### src/rtl/datapath_pkg.sv
// Shared types for the datapath_core slice: ALU opcodes, PC/operand selects and FSM states.
package datapath_pkg;

  typedef enum logic [3:0] {
    ALU_ADD   = 4'd0,
    ALU_SUB   = 4'd1,
    ALU_AND   = 4'd2,
    ALU_OR    = 4'd3,
    ALU_XOR   = 4'd4,
    ALU_NOT   = 4'd5,
    ALU_NAND  = 4'd6,
    ALU_NOR   = 4'd7,
    ALU_SHL   = 4'd8,
    ALU_SHR   = 4'd9,
    ALU_ASR   = 4'd10,
    ALU_PASSB = 4'd11
  } alu_op_t;

  typedef enum logic [2:0] {
    PC_HOLD   = 3'd0,
    PC_INC    = 3'd1,
    PC_RESULT = 3'd2,
    PC_BUS    = 3'd3,
    PC_LR     = 3'd4
  } pc_sel_t;

  typedef enum logic [1:0] {
    OP2_IMM   = 2'd0,
    OP2_RD2   = 2'd1,
    OP2_ZERO  = 2'd2,
    OP2_ZERO3 = 2'd3
  } op2_sel_t;

  typedef enum logic [1:0] {
    ST_IDLE  = 2'd0,
    ST_SHIFT = 2'd1,
    ST_DONE  = 2'd2
  } state_t;

  function automatic logic is_shift(input logic [3:0] op);
    return (op == ALU_SHL) || (op == ALU_SHR) || (op == ALU_ASR);
  endfunction

endpackage

### src/rtl/datapath_regfile.sv
// Register file: NREGS x WIDTH, R0 hard-wired to zero, two combinational read ports, one write port.
module datapath_regfile
  import datapath_pkg::*;
#(
  parameter int WIDTH = 16,
  parameter int NREGS = 8,
  parameter int AW    = $clog2(NREGS)
) (
  input  logic             clk,
  input  logic             rst,
  input  logic             we,
  input  logic [AW-1:0]    waddr,
  input  logic [WIDTH-1:0] wdata,
  input  logic [AW-1:0]    raddr1,
  input  logic [AW-1:0]    raddr2,
  output logic [WIDTH-1:0] rdata1,
  output logic [WIDTH-1:0] rdata2
);

  logic [WIDTH-1:0] regs [NREGS];

  always_ff @(posedge clk or posedge rst) begin
    if (rst) begin
      for (int i = 0; i < NREGS; i++) regs[i] <= '0;
    end else if (we && (waddr != '0)) begin
      regs[waddr] <= wdata;
    end
  end

  // No write-to-read bypass: a same-cycle read sees the old contents.
  assign rdata1 = (raddr1 == '0) ? '0 : regs[raddr1];
  assign rdata2 = (raddr2 == '0) ? '0 : regs[raddr2];

endmodule

### src/rtl/datapath_core.sv
// datapath_core: WIDTH-bit register file, operand muxes, ALU/shifter FSM and PC/LR unit.
// Define DATAPATH_BARREL_SHIFT_EN to execute shifts combinationally in a single cycle.
module datapath_core
  import datapath_pkg::*;
#(
  parameter int               WIDTH    = 16,
  parameter int               NREGS    = 8,
  parameter logic [WIDTH-1:0] PC_RESET = '0
) (
  input  logic                       Clock,
  input  logic                       Reset,
  input  logic [WIDTH-1:0]           SysBusIn,
  output logic [WIDTH-1:0]           SysBusOut,
  input  logic                       WdSel,
  input  logic                       RegWe,
  input  logic [$clog2(NREGS)-1:0]   Rw,
  input  logic [$clog2(NREGS)-1:0]   Rs1,
  input  logic [$clog2(NREGS)-1:0]   Rs2,
  input  logic [WIDTH-1:0]           Imm,
  input  logic                       Op1Sel,
  input  logic [1:0]                 Op2Sel,
  input  logic [3:0]                 AluOp,
  input  logic [$clog2(WIDTH)-1:0]   ShAmt,
  input  logic                       CIn,
  input  logic                       Start,
  output logic                       Busy,
  output logic                       Done,
  output logic [WIDTH-1:0]           Result,
  output logic                       Z,
  output logic                       N,
  output logic                       C,
  output logic                       V,
  input  logic [2:0]                 PcSel,
  input  logic                       PcWe,
  input  logic                       LrSel,
  input  logic                       LrWe,
  output logic [WIDTH-1:0]           Pc,
  output logic [WIDTH-1:0]           Lr
);

  localparam int SW = $clog2(WIDTH);

  logic [WIDTH-1:0] rd1, rd2, op_a, op_b, wr_data, pc_inc;
  logic [WIDTH-1:0] alu_res, sh_res, step_res, shreg;
  logic [WIDTH:0]   sum, diff;
  logic             alu_c, alu_v, sh_c, step_c, iter_start;
  logic [SW-1:0]    cnt;
  alu_op_t          op_q;
  state_t           state;

  assign wr_data = WdSel ? SysBusIn : Result;

  datapath_regfile #(.WIDTH(WIDTH), .NREGS(NREGS)) u_regfile (
    .clk    (Clock),
    .rst    (Reset),
    .we     (RegWe),
    .waddr  (Rw),
    .wdata  (wr_data),
    .raddr1 (Rs1),
    .raddr2 (Rs2),
    .rdata1 (rd1),
    .rdata2 (rd2)
  );

  assign op_a = Op1Sel ? Pc : rd1;

  always_comb begin
    case (op2_sel_t'(Op2Sel))
      OP2_IMM: op_b = Imm;
      OP2_RD2: op_b = rd2;
      default: op_b = '0;
    endcase
  end

`ifdef DATAPATH_BARREL_SHIFT_EN
  logic [WIDTH:0] shl_ext, shr_ext, asr_ext;

  // Extend by one bit so the last bit shifted out lands in the guard position.
  always_comb begin
    shl_ext = {1'b0, op_a} << ShAmt;
    shr_ext = {op_a, 1'b0} >> ShAmt;
    asr_ext = $signed({op_a, 1'b0}) >>> ShAmt;
    case (alu_op_t'(AluOp))
      ALU_SHL: begin sh_res = shl_ext[WIDTH-1:0]; sh_c = shl_ext[WIDTH]; end
      ALU_SHR: begin sh_res = shr_ext[WIDTH:1];   sh_c = shr_ext[0];     end
      default: begin sh_res = asr_ext[WIDTH:1];   sh_c = asr_ext[0];     end
    endcase
  end

  assign iter_start = 1'b0;
`else
  // Only zero-distance shifts complete in IDLE; the rest go through SHIFT.
  assign sh_res     = op_a;
  assign sh_c       = 1'b0;
  assign iter_start = is_shift(AluOp) && (ShAmt != '0);
`endif

  always_comb begin
    sum     = {1'b0, op_a} + {1'b0, op_b} + {{WIDTH{1'b0}}, CIn};
    diff    = {1'b0, op_a} + {1'b0, ~op_b} + {{WIDTH{1'b0}}, 1'b1};
    alu_res = '0;
    alu_c   = 1'b0;
    alu_v   = 1'b0;
    case (alu_op_t'(AluOp))
      ALU_ADD: begin
        alu_res = sum[WIDTH-1:0];
        alu_c   = sum[WIDTH];
        alu_v   = (op_a[WIDTH-1] == op_b[WIDTH-1]) && (sum[WIDTH-1] != op_a[WIDTH-1]);
      end
      ALU_SUB: begin
        alu_res = diff[WIDTH-1:0];
        alu_c   = diff[WIDTH];
        alu_v   = (op_a[WIDTH-1] != op_b[WIDTH-1]) && (diff[WIDTH-1] != op_a[WIDTH-1]);
      end
      ALU_AND:   alu_res = op_a & op_b;
      ALU_OR:    alu_res = op_a | op_b;
      ALU_XOR:   alu_res = op_a ^ op_b;
      ALU_NOT:   alu_res = ~op_a;
      ALU_NAND:  alu_res = ~(op_a & op_b);
      ALU_NOR:   alu_res = ~(op_a | op_b);
      ALU_SHL, ALU_SHR, ALU_ASR: begin
        alu_res = sh_res;
        alu_c   = sh_c;
      end
      ALU_PASSB: alu_res = op_b;
      default:   alu_res = '0;
    endcase
  end

  always_comb begin
    step_res = shreg;
    step_c   = 1'b0;
    case (op_q)
      ALU_SHL: begin step_res = {shreg[WIDTH-2:0], 1'b0};         step_c = shreg[WIDTH-1]; end
      ALU_SHR: begin step_res = {1'b0, shreg[WIDTH-1:1]};         step_c = shreg[0];       end
      default: begin step_res = {shreg[WIDTH-1], shreg[WIDTH-1:1]}; step_c = shreg[0];     end
    endcase
  end

  // Result and flags only change on completion, so they hold between operations.
  always_ff @(posedge Clock or posedge Reset) begin
    if (Reset) begin
      state  <= ST_IDLE;
      shreg  <= '0;
      cnt    <= '0;
      op_q   <= ALU_ADD;
      Result <= '0;
      Z      <= 1'b0;
      N      <= 1'b0;
      C      <= 1'b0;
      V      <= 1'b0;
    end else begin
      case (state)
        ST_IDLE: begin
          if (Start) begin
            op_q  <= alu_op_t'(AluOp);
            shreg <= op_a;
            cnt   <= ShAmt;
            if (iter_start) begin
              state <= ST_SHIFT;
            end else begin
              Result <= alu_res;
              Z      <= (alu_res == '0);
              N      <= alu_res[WIDTH-1];
              C      <= alu_c;
              V      <= alu_v;
              state  <= ST_DONE;
            end
          end
        end
        ST_SHIFT: begin
          shreg <= step_res;
          cnt   <= cnt - 1'b1;
          if (cnt == SW'(1)) begin
            Result <= step_res;
            Z      <= (step_res == '0);
            N      <= step_res[WIDTH-1];
            C      <= step_c;
            V      <= 1'b0;
            state  <= ST_DONE;
          end
        end
        ST_DONE: state <= ST_IDLE;
        default: state <= ST_IDLE;
      endcase
    end
  end

  assign Busy      = (state == ST_SHIFT);
  assign Done      = (state == ST_DONE);
  assign SysBusOut = Result;
  assign pc_inc    = Pc + 1'b1;

  // LR captures the pre-update PC+1, so a call can update PC and LR on one edge.
  always_ff @(posedge Clock or posedge Reset) begin
    if (Reset) begin
      Pc <= PC_RESET;
      Lr <= '0;
    end else begin
      if (PcWe) begin
        case (pc_sel_t'(PcSel))
          PC_INC:    Pc <= pc_inc;
          PC_RESULT: Pc <= Result;
          PC_BUS:    Pc <= SysBusIn;
          PC_LR:     Pc <= Lr;
          default:   Pc <= Pc;
        endcase
      end
      if (LrWe) Lr <= LrSel ? Result : pc_inc;
    end
  end

endmodule
### config.mk
export PLATFORM = sky130hd
export DESIGN_NAME = datapath_core
export DESIGN_NICKNAME = d
export VERILOG_FILES = /design/src/rtl/datapath_pkg.sv /design/src/rtl/datapath_regfile.sv /design/src/rtl/datapath_core.sv
export SDC_FILE = /design/constraint.sdc
export NUM_CORES = 1
export LEC_CHECK = 0
export ABC_AREA = 0
export BUFFER_PORTS_ARGS = -buffer_cell sky130_fd_sc_hd__buf_2
export CAP_MARGIN = 30
export CORE_UTILIZATION = 60
export DETAILED_ROUTE_END_ITERATION = 8
export GPL_TIMING_DRIVEN = 0
export PLACE_DENSITY = 0.92
export SKIP_LAST_GASP = 1
export SLEW_MARGIN = 20
export SYNTH_ARGS = -nofsm -noshare
export SYNTH_HDL_FRONTEND = slang
export SYNTH_SLANG_ARGS = --single-unit
### constraint.sdc
create_clock -name Clock -period 7.6 [get_ports Clock]
set_input_delay 1.14 -clock Clock [delete_from_list [all_inputs] [get_ports Clock]]
set_output_delay 1.14 -clock Clock [all_outputs]
set_load 0.02 [all_outputs]
==> impl_results.html <==
<table>
<tr><th>Metric</th><th>Value</th></tr>
<tr><th colspan="2">Status</th></tr>
<tr><td>Outcome</td><td>completed</td></tr>
<tr><th colspan="2">STA</th></tr>
<tr><td>Least-Margin Pin Slew</td><td>1020 ps</td></tr>
<tr><td>Period utilization</td><td>0.944</td></tr>
<tr><td># setup viols final</td><td>0</td></tr>
<tr><td>Setup repair after global routing missed its margin</td><td>false</td></tr>
<tr><td>Peak Freq</td><td>about 140 MHz</td></tr>
<tr><td>Final min period</td><td>about 7200 ps</td></tr>
<tr><td>Fin Setup TNS</td><td>0 ps</td></tr>
<tr><td>Tightest slew margin relative to the limit</td><td>0.318</td></tr>
<tr><td>Final setup margin</td><td>roughly 420 ps</td></tr>
<tr><td>Final setup skew</td><td>about 24 ps</td></tr>
<tr><td>Final hold violations</td><td>0</td></tr>
<tr><td>Final Slew Violations</td><td>0</td></tr>
<tr><th colspan="2">Floorplanning</th></tr>
<tr><td>Area of the die</td><td>between 20000 and 25000 um2</td></tr>
<tr><td>Core Box Area</td><td>around 23000 um2</td></tr>
<tr><td>Horizontal die dimension</td><td>around 160 um</td></tr>
<tr><td>Initial Util</td><td>0.618</td></tr>
<tr><td>FP Rows</td><td>55</td></tr>
<tr><td>Top-level I/O count</td><td>around 130</td></tr>
<tr><td>Vertical die dimension</td><td>between 150 and 200 um</td></tr>
<tr><th colspan="2">Placement</th></tr>
<tr><td>Number of port buffers</td><td>roughly 130</td></tr>
<tr><td>Worst slack after detailed placement</td><td>324 ps</td></tr>
<tr><td>Detailed placer's ending HPWL</td><td>39200 um</td></tr>
<tr><td>Post-Place Cell Area</td><td>15300 um2</td></tr>
<tr><td>Final weighted congestion of routability-driven global placement</td><td>around 1.0</td></tr>
<tr><td>Number of cells in the design after placement</td><td>2119</td></tr>
<tr><th colspan="2">Clocking</th></tr>
<tr><td>CTS tree</td><td>done</td></tr>
<tr><td>CTS H-tree depth</td><td>4</td></tr>
<tr><td>Num CTS Buffers</td><td>17</td></tr>
<tr><td>Clock sink count</td><td>about 190</td></tr>
<tr><td>Post-cts repair resize count</td><td>0</td></tr>
<tr><td>Hold_buf cts</td><td>0</td></tr>
<tr><td>Post-CTS setup-driven buffer insertion count</td><td>0</td></tr>
<tr><td>Clock-pin slew reported for the worst setup and hold paths after clock tree synthesis</td><td>80 ps</td></tr>
<tr><td>CTS max path bufs</td><td>2</td></tr>
<tr><td>Master cell of the clock root buffer</td><td>sky130_fd_sc_hd__clkbuf_16</td></tr>
<tr><td>Clock latency at the later pin of the worst-skew pair</td><td>around 470 ps</td></tr>
<tr><th colspan="2">Logic synthesis</th></tr>
<tr><td>Main flop type after synthesis</td><td>sky130_fd_sc_hd__dfrtp_1</td></tr>
<tr><td>Post-Synth Adder-Cell Area</td><td>0.0546</td></tr>
<tr><td>Number of synthesis warnings</td><td>0</td></tr>
<tr><td>Area fraction in compound gates after synthesis</td><td>0.229</td></tr>
<tr><td>XOR/XNOR share of the synthesized area</td><td>0.0253</td></tr>
<tr><td>Share of synthesized area occupied by flip-flops and latches</td><td>0.334</td></tr>
<tr><td>Mean instance size in the synthesized netlist</td><td>8.45 um2</td></tr>
<tr><td>Number of enable-type register cells in the synthesized netlist</td><td>0</td></tr>
<tr><td>Post-synthesis cell type count</td><td>a little over 80</td></tr>
<tr><td>Synth Cell Area</td><td>approximately 14000 um2</td></tr>
<tr><td>Mux share of post-synthesis cell area</td><td>0.121</td></tr>
<tr><td>Gate count after technology mapping</td><td>1676</td></tr>
<tr><td>FF+latch count, synth</td><td>189</td></tr>
<tr><td>Main combinational cell family by area after synthesis</td><td>compound AO/OA/AOI/OAI gates</td></tr>
<tr><td>FFs w/ async S/R, synth</td><td>1.00</td></tr>
<tr><td>Total nets after synthesis</td><td>1800</td></tr>
<tr><td>Area fraction in and, or, nand and nor cells after synthesis</td><td>0.173</td></tr>
<tr><th colspan="2">Power and ir drop</th></tr>
<tr><td>Pwr dens</td><td>322 nW/um2</td></tr>
<tr><td>Total power after layout</td><td>approximately 5.1 mW</td></tr>
<tr><td>Leak</td><td>7.07 nW</td></tr>
<tr><td>Worst IR drop on VDD</td><td>0.000230 V</td></tr>
<tr><th colspan="2">Global routing</th></tr>
<tr><td>Overall Global Routing Usage</td><td>0.455</td></tr>
<tr><td>Largest net degree at the start of global routing</td><td>100</td></tr>
<tr><td>Congestion Overflow GR</td><td>0</td></tr>
<tr><td>Wire length of the first global-routing pass</td><td>roughly 83000 um</td></tr>
<tr><td>Number of antenna violations at the first check in global routing</td><td>0</td></tr>
<tr><td>Number of global-route vias before repair</td><td>between 10000 and 15000</td></tr>
<tr><th colspan="2">Hold path</th></tr>
<tr><td>Class of the most critical hold timing path</td><td>register to register</td></tr>
<tr><th colspan="2">Layout</th></tr>
<tr><td>Most common cell after layout, fill and taps aside</td><td>sky130_fd_sc_hd__dfrtp_1</td></tr>
<tr><td>Total number of nets in the final design</td><td>between 1500 and 2000</td></tr>
<tr><td>Final cell area excluding filler cells</td><td>15900 um2</td></tr>
<tr><td>Fraction of final layout cells sized beyond drive strength 1</td><td>0.165</td></tr>
<tr><td>Commonest cells after routing, fill and taps aside</td><td>sky130_fd_sc_hd__dfrtp_1, sky130_fd_sc_hd__nand2_1, sky130_fd_sc_hd__nor2_1, sky130_fd_sc_hd__buf_2, sky130_fd_sc_hd__o21ai_0</td></tr>
<tr><td>Number of standard cells in the layout, taps in and fillers out</td><td>~2200</td></tr>
<tr><td>Area growth from synthesis to layout</td><td>12.4%</td></tr>
<tr><th colspan="2">Drt</th></tr>
<tr><td>First drt pass iteration count</td><td>7</td></tr>
<tr><td>Total number of vias</td><td>15000</td></tr>
<tr><td>Detailed Route WL</td><td>~55000 um</td></tr>
<tr><td>Post-DR vias/cell</td><td>~7.0</td></tr>
<tr><td>Number of DRC violations after detailed routing</td><td>0</td></tr>
<tr><td>Number of design-rule violations left by the first detailed-router iteration</td><td>~2600</td></tr>
<tr><td>Average detailed-routed wire length per instance</td><td>around 25 um</td></tr>
<tr><td>Number of nets with antenna violations after routing</td><td>0</td></tr>
<tr><th colspan="2">Setup path</th></tr>
<tr><td>Crit path arrival time</td><td>roughly 7500 ps</td></tr>
<tr><td>Worst setup EP type</td><td>register</td></tr>
<tr><td>Type of origin of the critical path</td><td>input port</td></tr>
<tr><td>CP Class</td><td>input port to register</td></tr>
<tr><td>Required time of the critical path</td><td>7970 ps</td></tr>
<tr><td>Maximum fanout encountered on the critical timing path</td><td>10</td></tr>
<tr><th colspan="2">Run</th></tr>
<tr><td>Maxcap violations</td><td>0</td></tr>
</table>
[synthesized netlist by cell type, types with 24 or more instances]
cell type | instances | area share
sky130_fd_sc_hd__dfrtp_1 | 189 | 0.33
sky130_fd_sc_hd__nand2_1 | 174 | 0.046
sky130_fd_sc_hd__nor2_1 | 162 | 0.043
sky130_fd_sc_hd__o21ai_0 | 149 | 0.053
sky130_fd_sc_hd__a21oi_1 | 139 | 0.049
sky130_fd_sc_hd__mux2i_1 | 91 | 0.064
sky130_fd_sc_hd__clkbuf_1 | 85 | 0.023
sky130_fd_sc_hd__inv_1 | 60 | 0.016
sky130_fd_sc_hd__ha_1 | 57 | 0.050
sky130_fd_sc_hd__mux2_2 | 46 | 0.037
sky130_fd_sc_hd__nor3_1 | 35 | 0.012
sky130_fd_sc_hd__xnor2_1 | 31 | 0.019
sky130_fd_sc_hd__nor2b_1 | 30 | 0.013
sky130_fd_sc_hd__a211oi_1 | 27 | 0.014
sky130_fd_sc_hd__a221oi_1 | 25 | 0.015
sky130_fd_sc_hd__a22oi_1 | 24 | 0.013
sky130_fd_sc_hd__nand2b_1 | 24 | 0.011
[per-stage QoR]
stage | hold slack (ps) | util
2_1_floorplan | 460 | -
6_report | 515 | 0.695
5_1_grt | 535 | 0.695
4_1_cts | 506 | 0.694
3_3_place_gp | 474 | 0.663
3_5_place_dp | 491 | 0.666
[layout make-up]
class                           count  area, um2
Clock inverter                     15        211
Inverter                           62        240
Buffer                            142        668
Antenna cell                        1       2.50
Tap cell                          313        392
Sequential cell                   189       4730
Multi-Input combinational cell   1283       8570
Fill cell                        1785       6990
Timing Repair Buffer              131        684
Clock buffer                       17        425
[final timing paths]
path / startpoint / end / slack, ps / cells past startpoint
min in group asynchronous: Reset / op_q[3]$_DFFE_PP0P_ / 780 / 2
worst min-delay path: u_regfile.regs[35]$_DFFE_PP0P_ / u_regfile.regs[35]$_DFFE_PP0P_ / 520 / 2
max in group asynchronous: Reset / Lr[0]$_DFFE_PP0P_ / 5880 / 3
worst max-delay path: Rs2[2] / Z$_DFFE_PP0P_ / 420 / 19
worst max register to register: u_regfile.regs[0]$_DFFE_PP0P_ / Z$_DFFE_PP0P_ / 2240 / 16
worst min register to register: u_regfile.regs[35]$_DFFE_PP0P_ / u_regfile.regs[35]$_DFFE_PP0P_ / 520 / 2
[report_power, final]
group          internal [mW]  switching (mW)
combinational          0.896            1.48
clock                  0.484           0.497
sequential              1.34           0.430
total                   2.73            2.41
[layer usage]
layer,GRT usage,share of wire,vias up
met5,0,0,-
met4,0.306,0.073,0
met3,0.133,0.13,347
met2,0.700,0.44,1279
met1,0.556,0.35,7078
li1,-,-,6344
[logic make-up after synthesis]
family                   count (synthesis)
XOR/XNOR                                41
AND/OR/NAND/NOR                        527
AO/OA/AOI/OAI                          505
flip-flops                             189
multiplexers                           150
adder cells (fa/ha/maj)                 60
buffers and inverters                  204
[worst max-delay path, cell delays in order]
cell	delay (ps)
sky130_fd_sc_hd__clkbuf_1	350
sky130_fd_sc_hd__buf_2	430
sky130_fd_sc_hd__buf_1	640
sky130_fd_sc_hd__mux2i_1	290
sky130_fd_sc_hd__o22ai_1	110
sky130_fd_sc_hd__nor2_1	250
sky130_fd_sc_hd__a21oi_1	200
sky130_fd_sc_hd__nor2b_1	270
sky130_fd_sc_hd__fa_1	470
sky130_fd_sc_hd__fa_1	490
sky130_fd_sc_hd__a211oi_1	550
sky130_fd_sc_hd__o21ai_0	350
sky130_fd_sc_hd__a221oi_1	670
sky130_fd_sc_hd__nor3_1	100
sky130_fd_sc_hd__a31oi_1	180
sky130_fd_sc_hd__nand3_1	280
sky130_fd_sc_hd__nor4_1	420
sky130_fd_sc_hd__nand3_1	140
sky130_fd_sc_hd__o31ai_1	200
[flip-flops by register name, summed over array words and instances, names as in the netlist, 2 cells and up]
| register | count |
|---|---|
| op_q | 4 |
| Pc | 16 |
| u_regfile.regs | 112 |
| Result | 16 |
| Lr | 16 |
| cnt | 4 |
| shreg | 16 |
| state | 2 |
(Power assumes the default switching activity.)
